## config.mk

```make
export PLATFORM = sky130hd
export DESIGN_NAME = fp_normalize_pack_flat
export DESIGN_NICKNAME = d
export VERILOG_FILES = /design/src/rtl/fp_normalize_pack_if.sv /design/src/rtl/fp_normalize_pack.sv /design/src/flat_wrapper.sv
export SDC_FILE = /design/constraint.sdc
export NUM_CORES = 1
export LEC_CHECK = 0
export CAP_MARGIN = 40
export CORE_MARGIN = 4
export CORE_UTILIZATION = 54
export DETAILED_ROUTE_END_ITERATION = 10
export GPL_TIMING_DRIVEN = 0
export HOLD_SLACK_MARGIN = 0.06
export PLACE_DENSITY = 0.83
export SLEW_MARGIN = 20
export SYNTH_ARGS = -nofsm -noshare
export SYNTH_HDL_FRONTEND = slang
export SYNTH_SLANG_ARGS = --single-unit
```

## constraint.sdc

```tcl
create_clock -name clk -period 5.2 [get_ports clk]
set_input_delay 1.04 -clock clk [delete_from_list [all_inputs] [get_ports clk]]
set_output_delay 1.04 -clock clk [all_outputs]
set_load 0.005 [all_outputs]
```

## src/rtl/fp_normalize_pack_if.sv

```systemverilog
`default_nettype none
// ============================================================================
// Module      : fp_normalize_pack_if
// Description : Operand/result valid-ready bundle for fp_normalize_pack.
// Revision    : 1.0 - initial release
// ============================================================================
interface fp_normalize_pack_if #(
    parameter int MANT_W = 24,
    parameter int EXP_W  = 8
);
    logic                      in_valid;
    logic                      in_ready;
    logic                      in_sign;
    logic [EXP_W-1:0]          in_exp;
    logic [MANT_W:0]           in_mant;
    logic [2:0]                in_grs;
    logic                      out_valid;
    logic                      out_ready;
    logic [EXP_W+MANT_W-1:0]   out_result;
    logic                      out_overflow;
    logic                      out_underflow;
    logic                      out_zero;

    modport slave (
        input  in_valid, in_sign, in_exp, in_mant, in_grs, out_ready,
        output in_ready, out_valid, out_result, out_overflow, out_underflow, out_zero
    );

    modport master (
        output in_valid, in_sign, in_exp, in_mant, in_grs, out_ready,
        input  in_ready, out_valid, out_result, out_overflow, out_underflow, out_zero
    );
endinterface
`default_nettype wire

```

## src/rtl/fp_normalize_pack.sv

```systemverilog
`default_nettype none
// ============================================================================
// Module      : fp_normalize_pack
// Description : FP add/sub post-stage: iterative normalize, RNE round, pack.
//               Optional sticky status register under FP_STATUS_STICKY_EN.
// Revision    : 1.0 - initial release
// ============================================================================
module fp_normalize_pack #(
    parameter int MANT_W = 24,
    parameter int EXP_W  = 8
) (
    input  logic                 clk,
    input  logic                 reset,
    fp_normalize_pack_if.slave   bus
`ifdef FP_STATUS_STICKY_EN
    ,
    input  logic                 status_clear,
    output logic [2:0]           status_flags
`endif
);
    localparam int XW = EXP_W + 1;
    localparam int FW = MANT_W - 1;
    localparam int RW = EXP_W + MANT_W;
    localparam logic [XW-1:0] c_exp_max = XW'((1 << EXP_W) - 1);
    localparam logic [XW-1:0] c_exp_one = XW'(1);

    typedef enum logic [1:0] {S_IDLE, S_SHIFT, S_ROUND, S_DONE} state_t;

    state_t            r_state, w_state;
    logic              r_sign, w_sign;
    logic [XW-1:0]     r_exp, w_exp;
    logic [MANT_W:0]   r_mant, w_mant;
    logic              r_g, r_r, r_s, w_g, w_r, w_s;
    logic [RW-1:0]     r_result, w_result;
    logic              r_ovf, r_unf, r_zero, w_ovf, w_unf, w_zero;
`ifdef FP_STATUS_STICKY_EN
    logic              r_inexact, w_inexact;
`endif

    logic              w_round_up;
    logic [MANT_W:0]   w_sum, w_mant_rnd;
    logic [XW-1:0]     w_exp_rnd;

    assign w_round_up = r_g & (r_r | r_s | r_mant[0]);
    assign w_sum      = {1'b0, r_mant[MANT_W-1:0]} + {{MANT_W{1'b0}}, w_round_up};
    assign w_mant_rnd = w_sum[MANT_W] ? (w_sum >> 1) : w_sum;
    assign w_exp_rnd  = r_exp + {{EXP_W{1'b0}}, w_sum[MANT_W]};

    always_ff @(posedge clk) begin
        if (reset) begin
            r_state  <= S_IDLE;
            r_sign   <= 1'b0;
            r_exp    <= '0;
            r_mant   <= '0;
            r_g      <= 1'b0;
            r_r      <= 1'b0;
            r_s      <= 1'b0;
            r_result <= '0;
            r_ovf    <= 1'b0;
            r_unf    <= 1'b0;
            r_zero   <= 1'b0;
`ifdef FP_STATUS_STICKY_EN
            r_inexact <= 1'b0;
`endif
        end else begin
            r_state  <= w_state;
            r_sign   <= w_sign;
            r_exp    <= w_exp;
            r_mant   <= w_mant;
            r_g      <= w_g;
            r_r      <= w_r;
            r_s      <= w_s;
            r_result <= w_result;
            r_ovf    <= w_ovf;
            r_unf    <= w_unf;
            r_zero   <= w_zero;
`ifdef FP_STATUS_STICKY_EN
            r_inexact <= w_inexact;
`endif
        end
    end

    always_comb begin
        w_state  = r_state;
        w_sign   = r_sign;
        w_exp    = r_exp;
        w_mant   = r_mant;
        w_g      = r_g;
        w_r      = r_r;
        w_s      = r_s;
        w_result = r_result;
        w_ovf    = r_ovf;
        w_unf    = r_unf;
        w_zero   = r_zero;
`ifdef FP_STATUS_STICKY_EN
        w_inexact = r_inexact;
`endif
        case (r_state)
            S_IDLE: begin
                if (bus.in_valid) begin
                    w_sign = bus.in_sign;
                    w_exp  = {1'b0, bus.in_exp};
                    w_mant = bus.in_mant;
                    {w_g, w_r, w_s} = bus.in_grs;
                    if (bus.in_mant == '0 && bus.in_grs == 3'b000) begin
                        w_result = {bus.in_sign, {(RW-1){1'b0}}};
                        w_zero   = 1'b1;
                        w_state  = S_DONE;
                    end else begin
                        w_state  = S_SHIFT;
                    end
                end
            end
            S_SHIFT: begin
                if (r_mant[MANT_W]) begin
                    w_mant  = r_mant >> 1;
                    w_g     = r_mant[0];
                    w_r     = r_g;
                    w_s     = r_r | r_s;
                    w_exp   = r_exp + c_exp_one;
                    w_state = S_ROUND;
                end else if (r_mant[MANT_W-1]) begin
                    w_state = S_ROUND;
                end else if (r_exp <= c_exp_one) begin
                    // No denormal output: anything below the normal range flushes.
                    w_result = {r_sign, {(RW-1){1'b0}}};
                    w_unf    = 1'b1;
`ifdef FP_STATUS_STICKY_EN
                    w_inexact = (|r_mant) | r_g | r_r | r_s;
`endif
                    w_state  = S_DONE;
                end else begin
                    w_mant = {1'b0, r_mant[MANT_W-2:0], r_g};
                    w_g    = r_r;
                    w_r    = 1'b0;
                    w_exp  = r_exp - c_exp_one;
                end
            end
            S_ROUND: begin
                w_mant = w_mant_rnd;
                w_exp  = w_exp_rnd;
`ifdef FP_STATUS_STICKY_EN
                w_inexact = r_g | r_r | r_s;
`endif
                if (w_exp_rnd >= c_exp_max) begin
                    w_result = {r_sign, {EXP_W{1'b1}}, {FW{1'b0}}};
                    w_ovf    = 1'b1;
                end else begin
                    w_result = {r_sign, w_exp_rnd[EXP_W-1:0], w_mant_rnd[FW-1:0]};
                end
                w_state = S_DONE;
            end
            S_DONE: begin
                if (bus.out_ready) begin
                    w_ovf   = 1'b0;
                    w_unf   = 1'b0;
                    w_zero  = 1'b0;
`ifdef FP_STATUS_STICKY_EN
                    w_inexact = 1'b0;
`endif
                    w_state = S_IDLE;
                end
            end
            default: w_state = S_IDLE;
        endcase
    end

    assign bus.in_ready      = (r_state == S_IDLE) && !reset;
    assign bus.out_valid     = (r_state == S_DONE);
    assign bus.out_result    = r_result;
    assign bus.out_overflow  = r_ovf;
    assign bus.out_underflow = r_unf;
    assign bus.out_zero      = r_zero;

`ifdef FP_STATUS_STICKY_EN
    logic [2:0] r_status;

    // Clear wins over a handshake landing in the same cycle.
    always_ff @(posedge clk) begin
        if (reset || status_clear) begin
            r_status <= 3'b000;
        end else if (bus.out_valid && bus.out_ready) begin
            r_status <= r_status | {r_ovf, r_unf, r_inexact};
        end
    end

    assign status_flags = r_status;
`endif
endmodule
`default_nettype wire

```

## src/flat_wrapper.sv

```systemverilog
// flat-port wrapper written by rule: the top's interface ports become plain ports
module fp_normalize_pack_flat 
#(
    parameter int MANT_W = 24,
    parameter int EXP_W  = 8
)
  (clk, reset, bus_in_valid, bus_in_sign, bus_in_exp, bus_in_mant, bus_in_grs, bus_out_ready, bus_in_ready, bus_out_valid, bus_out_result, bus_out_overflow, bus_out_underflow, bus_out_zero);
  fp_normalize_pack_if #(.MANT_W(MANT_W), .EXP_W(EXP_W)) bus_i ();
  input  logic clk;
  input  logic reset;
  input wire logic [$bits(bus_i.in_valid)-1:0] bus_in_valid;
  input wire logic [$bits(bus_i.in_sign)-1:0] bus_in_sign;
  input wire logic [$bits(bus_i.in_exp)-1:0] bus_in_exp;
  input wire logic [$bits(bus_i.in_mant)-1:0] bus_in_mant;
  input wire logic [$bits(bus_i.in_grs)-1:0] bus_in_grs;
  input wire logic [$bits(bus_i.out_ready)-1:0] bus_out_ready;
  output wire logic [$bits(bus_i.in_ready)-1:0] bus_in_ready;
  output wire logic [$bits(bus_i.out_valid)-1:0] bus_out_valid;
  output wire logic [$bits(bus_i.out_result)-1:0] bus_out_result;
  output wire logic [$bits(bus_i.out_overflow)-1:0] bus_out_overflow;
  output wire logic [$bits(bus_i.out_underflow)-1:0] bus_out_underflow;
  output wire logic [$bits(bus_i.out_zero)-1:0] bus_out_zero;
  assign bus_i.in_valid = bus_in_valid;
  assign bus_i.in_sign = bus_in_sign;
  assign bus_i.in_exp = bus_in_exp;
  assign bus_i.in_mant = bus_in_mant;
  assign bus_i.in_grs = bus_in_grs;
  assign bus_i.out_ready = bus_out_ready;
  assign bus_in_ready = bus_i.in_ready;
  assign bus_out_valid = bus_i.out_valid;
  assign bus_out_result = bus_i.out_result;
  assign bus_out_overflow = bus_i.out_overflow;
  assign bus_out_underflow = bus_i.out_underflow;
  assign bus_out_zero = bus_i.out_zero;
  fp_normalize_pack #(.MANT_W(MANT_W), .EXP_W(EXP_W)) u_core (.clk(clk), .reset(reset), .bus(bus_i));
endmodule
```

==> summary.txt, run 1 <==
Status
  – Status: finished, final reports clean

STA
  – Fin. Hold Viols: 0
  – Fin Setup TNS: 0 ns
  – Worst-margin pin slew: 0.7928 ns
  – Max Clock Skew: 0.01967 ns
  – Crit path time final: 4.638 ns
  – Fmax: 0.2156 GHz
  – Final setup violation count: 0
  – RSZ-0062 raised after global routing: false
  – Final slew viol count: 0
  – Worst rel slew slack: 46.66%
  – Final worst path period share: 89.19%

Synthesis
  – Asr flop ratio synth: 0%
  – Yosys top cell area share: 30.10%
  – Top FF cell, synth: dfxtp_1
  – Number of synthesized register bits: 75
  – Synthesis Warnings: 0
  – Post-synth EDFFs: 0
  – Most frequent cell after synthesis: nand2_1
  – Cells after synthesis: 658
  – Top cells by count, synth: nand2_1, dfxtp_1, a21oi_1
  – Syn_nets: 709
  – Sequential element share of the synthesized area: 30.10%
  – Post-Syn Area: 4989 um^2
  – Syn Area/Cell: 7.581 um^2
  – Area contributors post-synth: dfxtp_1, nand2_1, a21oi_1, o21ai_0, nand3_1
  – Cell variety after synth: 74
  – Top cell type by total area after synthesis: dfxtp_1

Worst hold path
  – Worst hold path class: flip-flop to flip-flop

Route
  – DR DRC count: 0
  – DRT met1 WL: 7999 um
  – Metal2 WL: 8515 um
  – Via count: 5902
  – Via density: 6.871
  – Routed wl met3: 2454 um
  – Post-Route WL: 19720 um
  – Routed length per placed instance: 22.96 um
  – Top layer in use: met4
  – TritonRoute pass-1 iters: 5
  – Routed Antenna Nets: 0
  – DRT iter0 DRCs: 823

GRT
  – Vias in the first global route: 5585
  – Initial antenna violation count: 0
  – GRT Overall Usage: 35.31%
  – Largest net degree at the start of global routing: 16
  – Global-route wire length before repair: 30520 um
  – GRT Residual Overflow: 0

Worst setup path
  – CP delay by family, top: simple AND/OR/NAND/NOR gates
  – Largest fanout on the critical path: 8
  – Max stage delay on crit path: 0.67 ns
  – Worst setup EP type: flip-flop
  – Worst path slowest cell: nor4_4
  – WP data required: 5.47 ns
  – Worst Setup SP: u_core.r_mant[0]
  – R2R Setup Slk: 0.56 ns
  – Crit path buffers/inverters: 1
  – Crit path depth: 14
  – WP data arrival: 4.91 ns
  – Reg-to-Reg End: u_core.bus.out_overflow
  – Crit path to: u_core.bus.out_overflow
  – Worst r2r src: u_core.r_mant[0]
  – Most used cell, CP: ha_1
  – CP Launch Type: flip-flop
  – Reg2Reg Depth: 14
  – Crit Path Class: flip-flop to flip-flop
  – Cells along the critical path: and2_1 > ha_1 > nand3_1 > nor4_4 > and3_1 > buf_2 > ha_1 > ha_1 > nand3_2 > or3_4 > a2111oi_4 > nor2_1 > or4_1 > o311ai_1

Placed design
  – Placed insts: 843
  – Port Buffers: 76
  – DP Area: 5892 um^2
  – Final HPWL DP: 14870 um
  – GPL Wtd Cong: 1.025

Clock network
  – TritonCTS Buffers: 9
  – CTS tree: done
  – Clock buffer depth: 2
  – Post-CTS Setup Bufs: 0
  – CTS sink count: 75
  – CTS clk-pin slew, worst paths: 0.10 ns
  – Resize count post-CTS: 0
  – H-tree Lvls: 3
  – Hold Buf Count CTS: 0
  – Worst skew pair latency: 0.37 ns
  – Root Buffer: clkbuf_8

Floorplanning
  – Core ar.: 8848 um^2
  – Initial Util: 56.38%
  – Die area: 10840 um^2
  – Chip width: 104.1 um
  – Number of I/O pins: 78
  – Die H: 104.1 um
  – # rows: 34

Power
  – Leakage: 2.105 nW
  – Power, Total: 2.125 mW
  – Pwr/cell area: 347.1 nW/um^2
  – Peak VDD IR: 0.2041 mV

Cells and area
  – Final Util: 69.20%
  – Finished Layout Cells: 859
  – Fin nets: 797
  – Area added between synthesis and finish: 22.75%
  – Design area: 6123 um^2
  – Diodes inserted: 0
  – Share of layout cells above drive strength 1: 6.924%

Run
  – # Max-Cap Violations: 0
-- cells in the final DEF (no fill, tap or decap), types with 5 or more instances in the layout --
| cell type | Yosys | routed |
|---|---|---|
| xnor2_1 | 15 | 15 |
| o21a_1 | 5 | 5 |
| nand2_1 | 88 | 88 |
| a21o_1 | 11 | 11 |
| and2_1 | 5 | 5 |
| clkbuf_1 | 46 | 46 |
| clkbuf_8 | 0 | 9 |
| a221o_1 | 9 | 9 |
| xor2_1 | 10 | 10 |
| ha_1 | 10 | 10 |
| a21oi_1 | 51 | 51 |
| o211ai_1 | 5 | 5 |
| o31ai_1 | 10 | 10 |
| o21ai_0 | 50 | 50 |
| and3_1 | 8 | 8 |
| or3_1 | 5 | 5 |
| buf_2 | 12 | 12 |
| nand3_1 | 35 | 35 |
| a221oi_1 | 16 | 16 |
| a31oi_1 | 5 | 5 |
| a41oi_1 | 8 | 8 |
| clkdlybuf4s50_1 | 0 | 76 |
| dfxtp_1 | 75 | 75 |
| nor2_1 | 35 | 35 |
| mux2i_1 | 6 | 6 |
| nand4_1 | 18 | 18 |
| nor4_1 | 13 | 13 |
| inv_1 | 13 | 13 |
| o2111ai_1 | 5 | 5 |
| nor3_1 | 11 | 11 |
-- metal layers --
metal / vias up / track usage, %
li1: 2628 / -
met1: 2758 / 47.50
met2: 438 / 53.85
met3: 78 / 8.380
met4: 0 / 15.29
met5: - / 0
-- kinds of logic (layout without fill, tap and decap cells) --
group / count (synthesis) / in the layout / share of synthesized area (%)
and+or+nand+nor: 246 / 246 / 25.21
AOI/OAI and AO/OA: 216 / 216 / 29.87
DFF: 75 / 75 / 30.10
xor gates and xnor gates: 25 / 25 / 4.389
adders and majority gates: 10 / 10 / 2.508
muxes: 7 / 7 / 1.430
buffers and inverters: 79 / 172 / 6.496
-- where the power goes --
part	total [mW]	switching (mW)	internal (mW)
combinational	0.875	0.580	0.294
sequential	0.708	0.0682	0.640
clock	0.542	0.262	0.280
total	2.13	0.911	1.21
-- worst min path at each step --
stage,startpoint,end,slack [ns],cells after the start
finish,u_core.bus.out_result[9],u_core.bus.out_result[9],0.46,2
global route,u_core.bus.out_result[9],u_core.bus.out_result[9],0.47,2
CTS,u_core.bus.out_result[9],u_core.bus.out_result[9],0.46,2
detailed placement,u_core.bus.out_result[9],u_core.bus.out_result[9],0.45,2
global placement,u_core.bus.out_result[4],u_core.bus.out_result[4],0.44,2
floorplan,u_core.r_sign,u_core.r_sign,0.44,2
-- state kept, by name, summed over array words and instances, names as in the netlist --
signal                    cells
u_core.bus.out_result        32
u_core.r_mant                25
u_core.r_s                    1
u_core.r_g                    1
u_core.r_exp                  9
u_core.bus.out_overflow       1
u_core.bus.out_underflow      1
u_core.r_state                2
u_core.bus.out_zero           1
u_core.r_r                    1
u_core.r_sign                 1
-- per-stage QoR --
| step | worst slack [ns] | hold WS [ns] |
|---|---|---|
| 2_1_floorplan | 1.479 | 0.4368 |
| 3_3_place_gp | 0.7954 | 0.4403 |
| 3_5_place_dp | 0.7705 | 0.4470 |
| 4_1_cts | 0.7198 | 0.4578 |
| 5_1_grt | 0.3955 | 0.4712 |
| 6_report | 0.5619 | 0.4570 |
-- layout make-up --
| class | instances | area (um^2) |
|---|---|---|
| Multi-Input combinational cell | 504 | 3163 |
| Fill cell | 778 | 2725 |
| Sequential cell | 75 | 1501 |
| Timing Repair Buffer | 77 | 768.2 |
| Buffer | 64 | 267.8 |
| Tap cell | 108 | 135.1 |
| Clock buffer | 9 | 123.9 |
| Clock inverter | 7 | 107.6 |
| Inverter | 15 | 56.30 |
-- worst register-to-register path, cell delays in order (launching register included) --
cell,delay [ns]
dfxtp_1,0.48
and2_1,0.17
ha_1,0.23
nand3_1,0.24
nor4_4,0.67
and3_1,0.25
buf_2,0.23
ha_1,0.22
ha_1,0.28
nand3_2,0.22
or3_4,0.41
a2111oi_4,0.48
nor2_1,0.14
or4_1,0.42
o311ai_1,0.09
No activity file was read; power rests on OpenSTA's default activity.
==> run 2, diff against run 1 <==
- GPL_TIMING_DRIVEN: 0 -> not set
- MAX_ROUTING_LAYER: not set -> met4
==> summary.txt, run 2 (synthesized netlist as in run 1, its figures left out) <==
Clock network
  – TritonCTS Buffers: 9 (unchanged)
  – Resize count post-CTS: 0 (unchanged)
  – CTS tree: done
  – Post-CTS Setup Bufs: 0 (unchanged)
  – H-tree Lvls: 3 (unchanged)
  – CTS sink count: 75 (unchanged)
  – Root Buffer: clkbuf_8
  – Worst skew pair latency: 0.35 ns (-0.02 ns)
  – Hold Buf Count CTS: 0 (unchanged)
  – Clock buffer depth: 2 (unchanged)
  – CTS clk-pin slew, worst paths: 0.08 ns (-0.02 ns)

Worst setup path
  – WP data arrival: 4.65 ns (-0.26 ns)
  – Worst path slowest cell: nor4_4
  – Reg-to-Reg End: u_core.bus.out_overflow
  – Largest fanout on the critical path: 8 (unchanged)
  – Crit Path Class: flip-flop to flip-flop
  – Max stage delay on crit path: 0.54 ns (-0.13 ns)
  – CP Launch Type: flip-flop
  – Cells along the critical path: and2_1 > ha_1 > nand3_1 > nor4_4 > and3_1 > ha_1 > ha_1 > nand3_2 > or3_4 > a2111oi_4 > nor2_1 > or4_1 > o311ai_1
  – Most used cell, CP: ha_1
  – Worst setup EP type: flip-flop
  – WP data required: 5.44 ns (-0.03 ns)
  – Crit path buffers/inverters: 0 (-1)
  – Reg2Reg Depth: 13 (-1)
  – CP delay by family, top: simple AND/OR/NAND/NOR gates
  – Worst Setup SP: u_core.r_mant[0]
  – Worst r2r src: u_core.r_mant[0]
  – R2R Setup Slk: 0.78 ns (+0.22 ns)

STA
  – Crit path time final: 4.417 ns (-0.2213 ns)
  – Worst setup margin: 0.7832 ns (+0.2213 ns)
  – RSZ-0062 raised after global routing: false
  – Fin. Hold Viols: 0 (unchanged)
  – Worst hold slack: 0.4526 ns (-0.004430 ns)
  – Worst-margin pin slew: 0.8270 ns (+0.03417 ns)
  – Final worst path period share: 84.94% (-4.3 points)
  – Fin Setup TNS: 0 ns (unchanged)
  – Worst rel slew slack: 44.36% (-2.3 points)
  – Final slew viol count: 0 (unchanged)
  – Fmax: 0.2264 GHz (+5.0%)
  – Final setup violation count: 0 (unchanged)
  – Max Clock Skew: 0.01279 ns (-0.006874 ns)

Power
  – Clock share of power: 27.5% (+2.0 points)
  – Combinational power share: 34.5% (-6.6 points)
  – Peak VDD IR: 0.3340 mV (+64%)
  – Pwr/cell area: 345.2 nW/um^2 (-0.56%)
  – Switch share: 39.54% (-3.3 points)
  – Leakage: 2.047 nW (-2.8%)
  – P_int: 1.253 mW (+3.1%)
  – Register share of total power: 37.9% (+4.6 points)
  – Power, Total: 2.072 mW (-2.5%)
  – NetSw: 0.8194 mW (-10%)

GRT
  – Global-route wire length before repair: 26360 um (-14%)
  – Vias in the first global route: 4977 (-11%)
  – Initial antenna violation count: 0 (unchanged)
  – GRT Residual Overflow: 0 (unchanged)
  – Largest net degree at the start of global routing: 55 (+39)
  – GRT Overall Usage: 30.57% (-4.7 points)

Route
  – DRT iter0 DRCs: 628 (-24%)
  – DR DRC count: 0 (unchanged)
  – Routed length per placed instance: 20.66 um (-10%)
  – Post-Route WL: 16650 um (-16%)
  – Routed Antenna Nets: 0 (unchanged)
  – Via count: 5470 (-7.3%)
  – TritonRoute pass-1 iters: 5 (unchanged)
  – Via density: 6.787 (-1.2%)

Placed design
  – Placed insts: 788 (-6.5%)
  – Final HPWL DP: 12080 um (-19%)
  – GPL Wtd Cong: 0.9652 (-5.8%)
  – DP Area: 5724 um^2 (-2.8%)
  – Setup WS pre-CTS: 0.8761 ns (+0.1055 ns)
  – Port Buffers: 77 (+1.3%)

Floorplanning
  – Die H: 104.1 um (unchanged)
  – Initial Util: 56.38% (unchanged)
  – # rows: 34 (unchanged)
  – Die area: 10840 um^2 (unchanged)
  – Number of I/O pins: 78 (unchanged)
  – Core ar.: 8848 um^2 (unchanged)
  – Chip width: 104.1 um (unchanged)

Status
  – Status: finished, final reports clean

Worst hold path
  – Worst hold path class: flip-flop to flip-flop
  – Hold Path Sink: u_core.bus.out_result[4]
  – Hold depth: 2 (unchanged)
  – Hold Crit Start: u_core.bus.out_result[4]

Cells and area
  – Max reg flops: 32 (unchanged)
  – Design area: 6003 um^2 (-2.0%)
  – Diodes inserted: 0 (unchanged)
  – Most common cell after layout, fill and taps aside: nand2_1
  – Final Util: 67.85% (-1.4 points)
  – Fin nets: 744 (-6.6%)
  – Area added between synthesis and finish: 20.34%
  – Share of layout cells above drive strength 1: 7.450% (+0.53 points)
  – Finished Layout Cells: 806 (-6.2%)
  – Most frequent cells in the layout: nand2_1, clkdlybuf4s50_1, dfxtp_1
  – Fill count: 786 (+1.0%)

Run
  – # Max-Cap Violations: 0 (unchanged)
run 2: changes by cell type in the layout (fill, tap and decap cells not counted), moves of 2 or more:
cell	delta
buf_2	-11
buf_4	+5
a31oi_1	-2
clkbuf_1	-46
buf_1	-3
buf_8	+4
inv_8	-2
a31oi_2	+2
run 2: power by group through the flow:
| stage | Clock (mW) | Sequential (mW) | Combinational [mW] |
|---|---|---|---|
| final | 0.570 | 0.786 | 0.716 |
| after global routing | 0.596 | 0.800 | 0.774 |
| after CTS | 0.571 | 0.779 | 0.691 |
| after detailed placement | 0 | 0.792 | 0.688 |
| after global placement | 0 | 0.792 | 0.663 |
| after floorplan | 0 | 0.699 | 0.572 |
run 2: layout make-up:
class                   count  area (um^2)  share of cell area [%]
inverters                  15        56.30                  0.9379
clock buffers              10        137.6                   2.293
repair buffers             88        878.3                   14.63
flip-flops and latches     75         1501                   25.01
clock inverters             6        111.4                   1.855
multi-input cells         504         3183                   53.02
well taps                 108        135.1                   2.251
run 2: how the worst max path moves through the flow:
stage | end | slack [ns] | depth (start not counted)
after global placement | u_core.bus.out_overflow | 1.09 | 13
after CTS | u_core.bus.out_overflow | 0.82 | 13
after global routing | u_core.bus.out_overflow | 0.49 | 13
after detailed placement | u_core.bus.out_overflow | 0.88 | 13
final | u_core.bus.out_overflow | 0.78 | 13
after floorplan | u_core.bus.out_overflow | 1.48 | 14
run 2: worst min-delay path: stages (launching register included):
cell and delay, ns:
dfxtp_1 0.31, nand2_1 0.05, a21oi_1 0.05
run 2: metal layers:
metal,up-vias,GRT usage [%],wire length (um)
met2,345,46.10,7343
met1,2558,43.18,7462
met5,-,-,0
li1,2528,-,-
met4,0,7.787,352
met3,39,4.221,1489
==> run 3, diff against run 2 <==
- CORE_UTILIZATION: 54 -> 49
- PLACE_DENSITY: 0.83 -> 0.8
- clock period: 5.2 -> 3.75 ns (I/O delays scaled with it)
==> summary.txt, run 3 (synthesized netlist as in run 1, its figures left out) <==
Worst setup path
  – Cells along the critical path: and2_1 > ha_1 > nand3_1 > nor4_4 > and3_1 > ha_1 > ha_1 > nand3_2 > or3_4 > a2111oi_4 > nor2_1 > or4_1 > o311ai_1
  – WP data arrival: 3.81 ns (-0.84 ns)
  – Crit Path Class: flip-flop to flip-flop
  – R2R Setup Slk: 0.21 ns (-0.57 ns)
  – Reg2Reg Depth: 13 (unchanged)
  – Reg-to-Reg End: u_core.bus.out_overflow
  – Worst setup EP type: flip-flop
  – Largest fanout on the critical path: 8 (unchanged)
  – Worst path slowest cell: or4_1
  – Crit path to: u_core.bus.out_overflow
  – CP Launch Type: flip-flop
  – Most used cell, CP: ha_1
  – Worst r2r src: u_core.r_mant[0]
  – Worst Setup SP: u_core.r_mant[0]
  – Max stage delay on crit path: 0.43 ns (-0.11 ns)
  – WP data required: 4.02 ns (-1.42 ns)

Cells and area
  – Diodes inserted: 0 (unchanged)
  – Area added between synthesis and finish: 21.95%
  – Max reg flops: 32 (unchanged)
  – Most frequent cells in the layout: nand2_1, clkdlybuf4s50_1, dfxtp_1
  – Fill count: 881 (+12%)
  – Fin nets: 760 (+2.2%)
  – Most common cell after layout, fill and taps aside: nand2_1
  – FF+latch area: 1504 um^2 (+0.17%)
  – Finished Layout Cells: 847 (+5.1%)
  – Share of layout cells above drive strength 1: 9.384% (+1.9 points)
  – Multi-input logic area: 3168 um^2 (-0.47%)

Power
  – Combinational power share: 37.6% (+3.1 points)
  – NetSw: 1.150 mW (+40%)
  – Pwr/cell area: 454.2 nW/um^2 (+32%)
  – Leakage: 2.095 nW (+2.4%)
  – Register share of total power: 38.9% (+1.0 points)
  – Peak VDD IR: 0.2865 mV (-14%)
  – P_int: 1.613 mW (+29%)
  – Clock share of power: 23.5% (-4.0 points)
  – Switch share: 41.62% (+2.1 points)
  – Power, Total: 2.763 mW (+33%)

Clock network
  – Worst skew pair latency: 0.36 ns (about the same)
  – CTS tree: done
  – Root Buffer: clkbuf_8
  – Clock buffer depth: 2 (unchanged)
  – CTS sink count: 75 (unchanged)
  – TritonCTS Buffers: 9 (unchanged)
  – CTS clk-pin slew, worst paths: 0.08 ns (about the same)
  – H-tree Lvls: 3 (unchanged)
  – Hold Buf Count CTS: 0 (unchanged)

Route
  – Post-Route WL: 16710 um (+0.34%)
  – DR DRC count: 0 (unchanged)
  – Routed length per placed instance: 19.72 um (-4.5%)
  – DRT iter0 DRCs: 552 (-12%)
  – TritonRoute pass-1 iters: 6 (+1)
  – Routed Antenna Nets: 0 (unchanged)
  – Via density: 6.477 (-4.6%)
  – Via count: 5486 (+0.29%)

STA
  – Fin. Hold Viols: 0 (unchanged)
  – Final setup violation count: 0 (unchanged)
  – Worst hold slack: 0.4517 ns (-0.0009210 ns)
  – Worst rel slew slack: 45.55% (+1.2 points)
  – Worst-margin pin slew: 0.8093 ns (-0.01768 ns)
  – Crit path time final: 3.538 ns (-0.8785 ns)
  – Final slew viol count: 0 (unchanged)
  – Max Clock Skew: 0.01103 ns (-0.001758 ns)
  – Worst setup margin: 0.2117 ns (-0.5715 ns)
  – Final worst path period share: 94.35% (+9.4 points)
  – Fmax: 0.2826 GHz (+25%)

Placed design
  – GPL Wtd Cong: 0.9709 (+0.59%)
  – Final HPWL DP: 12060 um (-0.15%)
  – Setup WS pre-CTS: 0.1606 ns (-0.7154 ns)
  – Placed insts: 828 (+5.1%)
  – Port Buffers: 77 (unchanged)

GRT
  – Global-route wire length before repair: 26230 um (-0.50%)
  – Vias in the first global route: 4996 (+0.38%)
  – GRT Overall Usage: 28.86% (-1.7 points)
  – Initial antenna violation count: 0 (unchanged)
  – Largest net degree at the start of global routing: 54 (-1.8%)
  – GRT Residual Overflow: 0 (unchanged)

Status
  – Status: finished, final reports clean

Floorplanning
  – Chip width: 108.9 um (+4.6%)
  – Initial Util: 50.57% (-5.8 points)
  – Number of I/O pins: 78 (unchanged)
  – Core ar.: 9864 um^2 (+11%)
  – Die H: 108.9 um (+4.6%)
  – Die area: 11860 um^2 (+9.4%)
  – # rows: 36 (+5.9%)

Run
  – # Max-Cap Violations: 0 (unchanged)

Worst hold path
  – Worst hold path class: flip-flop to flip-flop
## run 3: routing by layer
| metal | routed length (um) | GRT usage, % |
|---|---|---|
| met1 | 7219 | 40.26 |
| met2 | 7504 | 42.15 |
| met3 | 1618 | 5.151 |
| met4 | 363 | 9.558 |
| met5 | 0 | - |
## run 3: power by group through the flow
| stage | combinational, mW | clock [mW] | sequential, mW |
|---|---|---|---|
| after floorplan | 0.793 | 0 | 0.970 |
| after global placement | 0.969 | 0 | 1.08 |
| after detailed placement | 0.990 | 0 | 1.08 |
| after CTS | 0.993 | 0.654 | 1.06 |
| after global routing | 1.12 | 0.693 | 1.09 |
| final | 1.04 | 0.649 | 1.07 |
## run 3: repair_timing
action | 4_1_cts | 5_1_grt
hold endpoints to repair | 0 | 0
buffers inserted | 0 | 2
endpoints found under the setup margin | 0 | 18
resized for setup | 0 | 2
## run 3: worst min path at each step
stage	cells past startpoint	slack (ns)	endpoint	from
after floorplan	2	0.44	u_core.r_sign	u_core.r_sign
after global placement	2	0.44	u_core.bus.out_result[26]	u_core.bus.out_result[26]
after detailed placement	2	0.45	u_core.bus.out_result[29]	u_core.bus.out_result[29]
after CTS	2	0.46	u_core.bus.out_result[29]	u_core.bus.out_result[29]
after global routing	2	0.48	u_core.bus.out_result[6]	u_core.bus.out_result[6]
final	2	0.45	u_core.bus.out_result[29]	u_core.bus.out_result[29]
## run 3: critical path, delay by kind of cell (launching register included)
family | cells | cell delay (ns)
and+or+nand+nor | 8 | 1.91
adders and majority gates | 3 | 0.62
AOI/OAI and AO/OA | 2 | 0.51
DFF | 1 | 0.40
## run 3: layout make-up
cell class / instances / share of cell area (%)
multi-input combinational: 504 / 52.08
clock buffer: 9 / 2.036
sequential: 75 / 24.72
inverter: 15 / 0.9255
timing repair buffer: 104 / 16.25
clock inverter: 7 / 1.255
tap: 133 / 2.736
## run 3: per-stage QoR
stage / util, % / setup TNS, ns / cell area, um^2
global placement: 59.18 / 0 / 5838
global route: 61.67 / -0.0004530 / 6083
finish: 61.67 / 0 / 6083
CTS: 61.21 / 0 / 6038
floorplan: - / 0 / 4989
detailed placement: 59.18 / 0 / 5838
